==> src/rtl/cpu_pkg.sv <==
// Shared encodings for the CPU pipeline: load types, write-back source
// selects and the link-address offset.
package cpu_pkg;

   localparam logic [2:0] LD_LW  = 3'b000;
   localparam logic [2:0] LD_LB  = 3'b001;
   localparam logic [2:0] LD_LBU = 3'b010;
   localparam logic [2:0] LD_LH  = 3'b011;
   localparam logic [2:0] LD_LHU = 3'b100;

   localparam logic [1:0] WB_SEL_ALU  = 2'b00;
   localparam logic [1:0] WB_SEL_LOAD = 2'b01;
   localparam logic [1:0] WB_SEL_LINK = 2'b10;

   // Return address of a jump-and-link skips the delay slot.
   localparam logic [31:0] LINK_OFFSET = 32'd8;

endpackage

==> src/rtl/cpu_load_align.sv <==
// Little-endian load alignment: picks the byte/halfword addressed by the low
// address bits and sign- or zero-extends it; unknown load types act as lw.
module cpu_load_align
   import cpu_pkg::*;
(
   input  logic [2:0]  ld_type,
   input  logic [1:0]  addr,
   input  logic [31:0] rdata,
   output logic [31:0] data
);

   logic [7:0]  byte_sel;
   logic [15:0] half_sel;

   always_comb begin
      byte_sel = rdata[7:0];
      case (addr)
         2'd1:    byte_sel = rdata[15:8];
         2'd2:    byte_sel = rdata[23:16];
         2'd3:    byte_sel = rdata[31:24];
         default: byte_sel = rdata[7:0];
      endcase
      // addr[0] is deliberately ignored for halfword loads.
      half_sel = addr[1] ? rdata[31:16] : rdata[15:0];

      data = rdata;
      case (ld_type)
         LD_LB:   data = {{24{byte_sel[7]}}, byte_sel};
         LD_LBU:  data = {24'b0, byte_sel};
         LD_LH:   data = {{16{half_sel[15]}}, half_sel};
         LD_LHU:  data = {16'b0, half_sel};
         default: data = rdata;
      endcase
   end

endmodule

==> src/rtl/cpu_mem_wb_stage.sv <==
// MEM/WB pipeline register and write-back mux driving the register file port.
// Optional retired-instruction counter enabled by macro CPU_RETIRE_CNT_EN.
module cpu_mem_wb_stage
   import cpu_pkg::*;
#(
   parameter int DW    = 32,
   parameter int AW_RF = 32
)
(
   input  logic             clk,
   input  logic             rst,
   input  logic             stall,
   input  logic             flush,
   input  logic             mem_valid,
   input  logic             mem_we,
   input  logic [4:0]       mem_rd,
   input  logic [1:0]       mem_wb_sel,
   input  logic [2:0]       mem_ld_type,
   input  logic [DW-1:0]    mem_alu_res,
   input  logic [DW-1:0]    mem_rdata,
   input  logic [DW-1:0]    mem_pc,
   output logic             wb_valid,
   output logic             wb_we,
   output logic [AW_RF-1:0] wb_waddr,
   output logic [DW-1:0]    wb_wdata,
   output logic [31:0]      retire_cnt
);

   logic          valid_reg;
   logic          we_reg;
   logic [4:0]    rd_reg;
   logic [1:0]    wb_sel_reg;
   logic [2:0]    ld_type_reg;
   logic [DW-1:0] alu_res_reg;
   logic [DW-1:0] rdata_reg;
   logic [DW-1:0] pc_reg;
   logic [31:0]   ld_data;

   always_ff @(posedge clk or negedge rst) begin
      if (!rst) begin
         valid_reg   <= 1'b0;
         we_reg      <= 1'b0;
         rd_reg      <= '0;
         wb_sel_reg  <= '0;
         ld_type_reg <= '0;
         alu_res_reg <= '0;
         rdata_reg   <= '0;
         pc_reg      <= '0;
      end else if (flush) begin
         // Bubble: only the qualifiers drop, payload is left as is.
         valid_reg <= 1'b0;
         we_reg    <= 1'b0;
      end else if (!stall) begin
         valid_reg   <= mem_valid;
         we_reg      <= mem_we;
         rd_reg      <= mem_rd;
         wb_sel_reg  <= mem_wb_sel;
         ld_type_reg <= mem_ld_type;
         alu_res_reg <= mem_alu_res;
         rdata_reg   <= mem_rdata;
         pc_reg      <= mem_pc;
      end
   end

   cpu_load_align u_load_align (
      .ld_type (ld_type_reg),
      .addr    (alu_res_reg[1:0]),
      .rdata   (rdata_reg[31:0]),
      .data    (ld_data)
   );

   always_comb begin
      wb_valid = valid_reg;
      wb_we    = valid_reg & we_reg & (rd_reg != 5'd0);
      wb_waddr = {{(AW_RF-5){1'b0}}, rd_reg};
      case (wb_sel_reg)
         WB_SEL_LOAD: wb_wdata = DW'(ld_data);
         WB_SEL_LINK: wb_wdata = pc_reg + DW'(LINK_OFFSET);
         default:     wb_wdata = alu_res_reg;
      endcase
   end

`ifdef CPU_RETIRE_CNT_EN
   logic [31:0] retire_cnt_reg;

   always_ff @(posedge clk or negedge rst) begin
      if (!rst)
         retire_cnt_reg <= '0;
      else if (valid_reg && !stall)
         retire_cnt_reg <= retire_cnt_reg + 32'd1;
   end

   assign retire_cnt = retire_cnt_reg;
`else
   assign retire_cnt = '0;
`endif

endmodule
==> config.mk <==
export PLATFORM = sky130hd
export DESIGN_NAME = cpu_mem_wb_stage
export DESIGN_NICKNAME = d
export VERILOG_FILES = /design/src/rtl/cpu_pkg.sv /design/src/rtl/cpu_load_align.sv /design/src/rtl/cpu_mem_wb_stage.sv
export SDC_FILE = /design/constraint.sdc
export NUM_CORES = 1
export LEC_CHECK = 0
export BUFFER_PORTS_ARGS = -buffer_cell sky130_fd_sc_hd__buf_2
export CAP_MARGIN = 40
export CORE_MARGIN = 1.5
export CORE_UTILIZATION = 55
export DETAILED_ROUTE_END_ITERATION = 10
export PLACE_DENSITY = 0.93
export RECOVER_POWER = 25
export SLEW_MARGIN = 20
export SYNTH_ARGS = -nofsm -noshare
export SYNTH_HDL_FRONTEND = slang
export SYNTH_SLANG_ARGS = --single-unit
==> constraint.sdc <==
create_clock -name clk -period 3.7 [get_ports clk]
set_input_delay 0.74 -clock clk [delete_from_list [all_inputs] [get_ports clk]]
set_output_delay 0.74 -clock clk [all_outputs]
set_load 0.03 [all_outputs]
==> impl_metrics.json <==
{
  "status": "finished, violations left",
  "violations": "max-capacitance violations, max-slew violations",
  "period_needed_ns": 3.43,
  "viasPerCell": 5.94,
  "rrSetupSlack_ns": 2.51,
  "detail-route-antenna-nets": 0,
  "reg2reg_from": "alu_res_reg[1]$_DFFE_PN0P_",
  "std_cell_rows": 38,
  "num_io_pins": 210,
  "die_h_um": 110,
  "netlist_instances": 553,
  "layout.cells.most_common": "buf_2",
  "synth_area_leader_cell": "dfrtp_1",
  "cap_violations": 1,
  "hold_buffers": 0,
  "hold_depth": 1,
  "hold_path.startpoint": "alu_res_reg[25]$_DFFE_PN0P_",
  "critPathLaunchType": "flop",
  "p_leak_nw": 3.20,
  "tightest_slew_ns": 1.83,
  "place.gp.congestion": 0.940,
  "synth.distinct_cells": 57,
  "seq_power_share_pct": 40.5,
  "worstSkewPairLatency_ns": 0.36,
  "post-cts-setup-buffers": 0,
  "rsz0062_at_grt": "false",
  "path_clk_slew_ns": 0.07,
  "power_density_nw_per_um2": 531,
  "initial_core_util_pct": 57.0,
  "dr.pass1.iters": 7,
  "cts-root-buf": "clkbuf_16",
  "slew-limit-headroom_pct": -21.7,
  "vias": 4985,
  "grt_pass1_vias": 4840,
  "fmax_mhz": 291,
  "cts_tree": "yes",
  "rr_endpoint": "alu_res_reg[1]$_DFFE_PN0P_",
  "crit_type": "flop to output pin",
  "crit_chain": "inv_1 -> ha_1 -> nand2b_1 -> nor4_4 -> o21ai_0 -> o211ai_2 -> buf_2",
  "r2r_cells": 3,
  "switching_share_pct": 37.8,
  "drive_gt1_share_pct": 43.3,
  "setup.worst_path.end_class": "output pin",
  "grt_util_all_layers_pct": 29.6,
  "cts_buffer_depth": 2,
  "p_clk_share_pct": 26.4,
  "antenna_found_initial": 1,
  "die_x_um": 110,
  "cts_buffers": 9,
  "holdCritPathClass": "flop to flop",
  "drt_iter0_markers": 386,
  "drc": 0,
  "synth_seq_area_share_pct": 43.2,
  "dpl.hpwl_um": 12500,
  "internal_power_mw": 2.39,
  "insertedDiodeCount": 0,
  "yosysWarningCount": 0,
  "layout_common_cells": "148 x buf_2, 108 x dfrtp_1, 104 x mux2_2, 59 x conb_1, 36 x nand2_1",
  "hold_viol_final": 0,
  "tns_ns": 0,
  "synthTopCellsByArea": "dfrtp_1 43%, mux2_2 19%, buf_4 7.2%, xnor2_1 2.8%, nand2_1 2.2%",
  "crit_slowest_cell": "nor4_4",
  "async_reset_ff_share_pct": 100,
  "cp.required_ns": 2.96,
  "clkSinkCount": 108,
  "slowest_delay_ns": 0.78,
  "avgSynthCellArea_um2": 11.3,
  "core_area_um2": 11000,
  "dieArea_um2": 12000,
  "worstPathMaxFanout": 16,
  "dp_slack_ns": 0.671,
  "min_to": "alu_res_reg[25]$_DFFE_PN0P_",
  "grt_pass1_wl_um": 26300,
  "gr-total-overflow": 0,
  "netlist_area_um2": 6260,
  "finalSetupViolations": 0,
  "wirelength_um": 17100,
  "synth_edf_count": 0,
  "power.switching_mw": 1.45,
  "io_buffers": 150,
  "htree_levels": 3,
  "drv_slew": 42,
  "routedWlPerCell_um": 20.4,
  "area_growth_pct": 15.4,
  "cts_resized": 0,
  "combPwrFrac_pct": 33.1,
  "synth-seq-cells": 108,
  "fin_nets": 809,
  "ys.flop_type": "dfrtp_1",
  "worstPathArrival_ns": 2.69,
  "grt_max_degree": 111,
  "synth_top_cell_area_share_pct": 43.2,
  "layout_setup_ws_ns": 0.266,
  "n_fill_cell": 824,
  "ir_worst_vdd_mv": 0.403,
  "skew_ns": 0,
  "final.period_utilization_pct": 92.8
}
[power by group through the flow]
| stage | Combinational [mW] | Sequential, mW | Clock [mW] |
|---|---|---|---|
| 6_report | 1.27 | 1.55 | 1.01 |
| 5_1_grt | 1.36 | 1.57 | 1.07 |
| 4_1_cts | 1.26 | 1.55 | 1.02 |
| 3_5_place_dp | 1.25 | 1.57 | 0 |
| 3_3_place_gp | 1.23 | 1.56 | 0 |
| 2_1_floorplan | 0.951 | 1.50 | 0 |
[synth_stat cells (all sizes together) (5+ instances only)]
master	number
a21oi	7
a222oi	6
a22oi	9
and4	6
buf	77
clkbuf	12
dfrtp	108
mux2	104
mux2i	9
nand2	37
nand3	11
nand4	11
nor2	11
nor2b	6
nor3	5
nor4	7
o211ai	18
o21ai	34
o221ai	5
xnor2	20
xor2	9
[per-layer routing]
| metal | share of wire, % | track usage (%) |
|---|---|---|
| met5 | 0.070 | 0 |
| met4 | 3.6 | 13.5 |
| met3 | 8.0 | 5.33 |
| met2 | 49 | 48.0 |
| met1 | 39 | 38.7 |
[stage by stage]
| stage | power [mW] | util, % | instance area [µm²] | hold slack [ns] | instances |
|---|---|---|---|---|---|
| after floorplan | 2.45 | - | 6480 | 0.444 | 611 |
| after global placement | 2.78 | 62.9 | 6910 | 0.491 | 822 |
| after detailed placement | 2.82 | 62.9 | 6910 | 0.496 | 822 |
| after CTS | 3.84 | 65.7 | 7220 | 0.498 | 838 |
| after global routing | 4.00 | 65.8 | 7220 | 0.529 | 839 |
| final | 3.84 | 65.8 | 7220 | 0.512 | 839 |
[worst max-delay path: cells and delay by family (launching register included)]
kind	cells	cell delay (ns)
AO/OA/AOI/OAI	2	0.43
adder cells (fa/ha/maj)	1	0.30
buffers and inverters	2	0.28
flip-flops	1	0.35
AND/OR/NAND/NOR	2	0.97
[worst max path at each step]
stage | startpoint | end | slack (ns)
2_1_floorplan | wb_sel_reg[0]$_DFFE_PN0P_ | wb_wdata[15] | 1.01
3_3_place_gp | wb_sel_reg[0]$_DFFE_PN0P_ | wb_wdata[31] | 0.78
3_5_place_dp | wb_sel_reg[0]$_DFFE_PN0P_ | wb_wdata[31] | 0.67
4_1_cts | wb_sel_reg[0]$_DFFE_PN0P_ | wb_wdata[31] | 0.27
5_1_grt | rst | rdata_reg[0]$_DFFE_PN0P_ | 0.05
6_report | wb_sel_reg[0]$_DFFE_PN0P_ | wb_wdata[31] | 0.27
[final cells by class]
class | instances | area, µm² | share of cell area (%)
multi-input cells | 410 | 3170 | 43.9
flip-flops and latches | 108 | 2700 | 37.4
repair buffers | 161 | 848 | 11.7
clock buffers | 11 | 253 | 3.50
well taps | 140 | 175 | 2.42
clock inverters | 5 | 58.8 | 0.814
inverters | 4 | 15.0 | 0.208
[cells by family after synthesis]
group	Yosys count	share of synthesized area (%)
compound gates	92	10.5
xor+xnor	29	4.06
fa+ha+maj	3	0.600
buf+inv	93	9.75
flops	108	43.2
mux	114	20.5
other cells	1	0.0599
simple gates	113	11.4
Power figures use the tool's default switching activity.
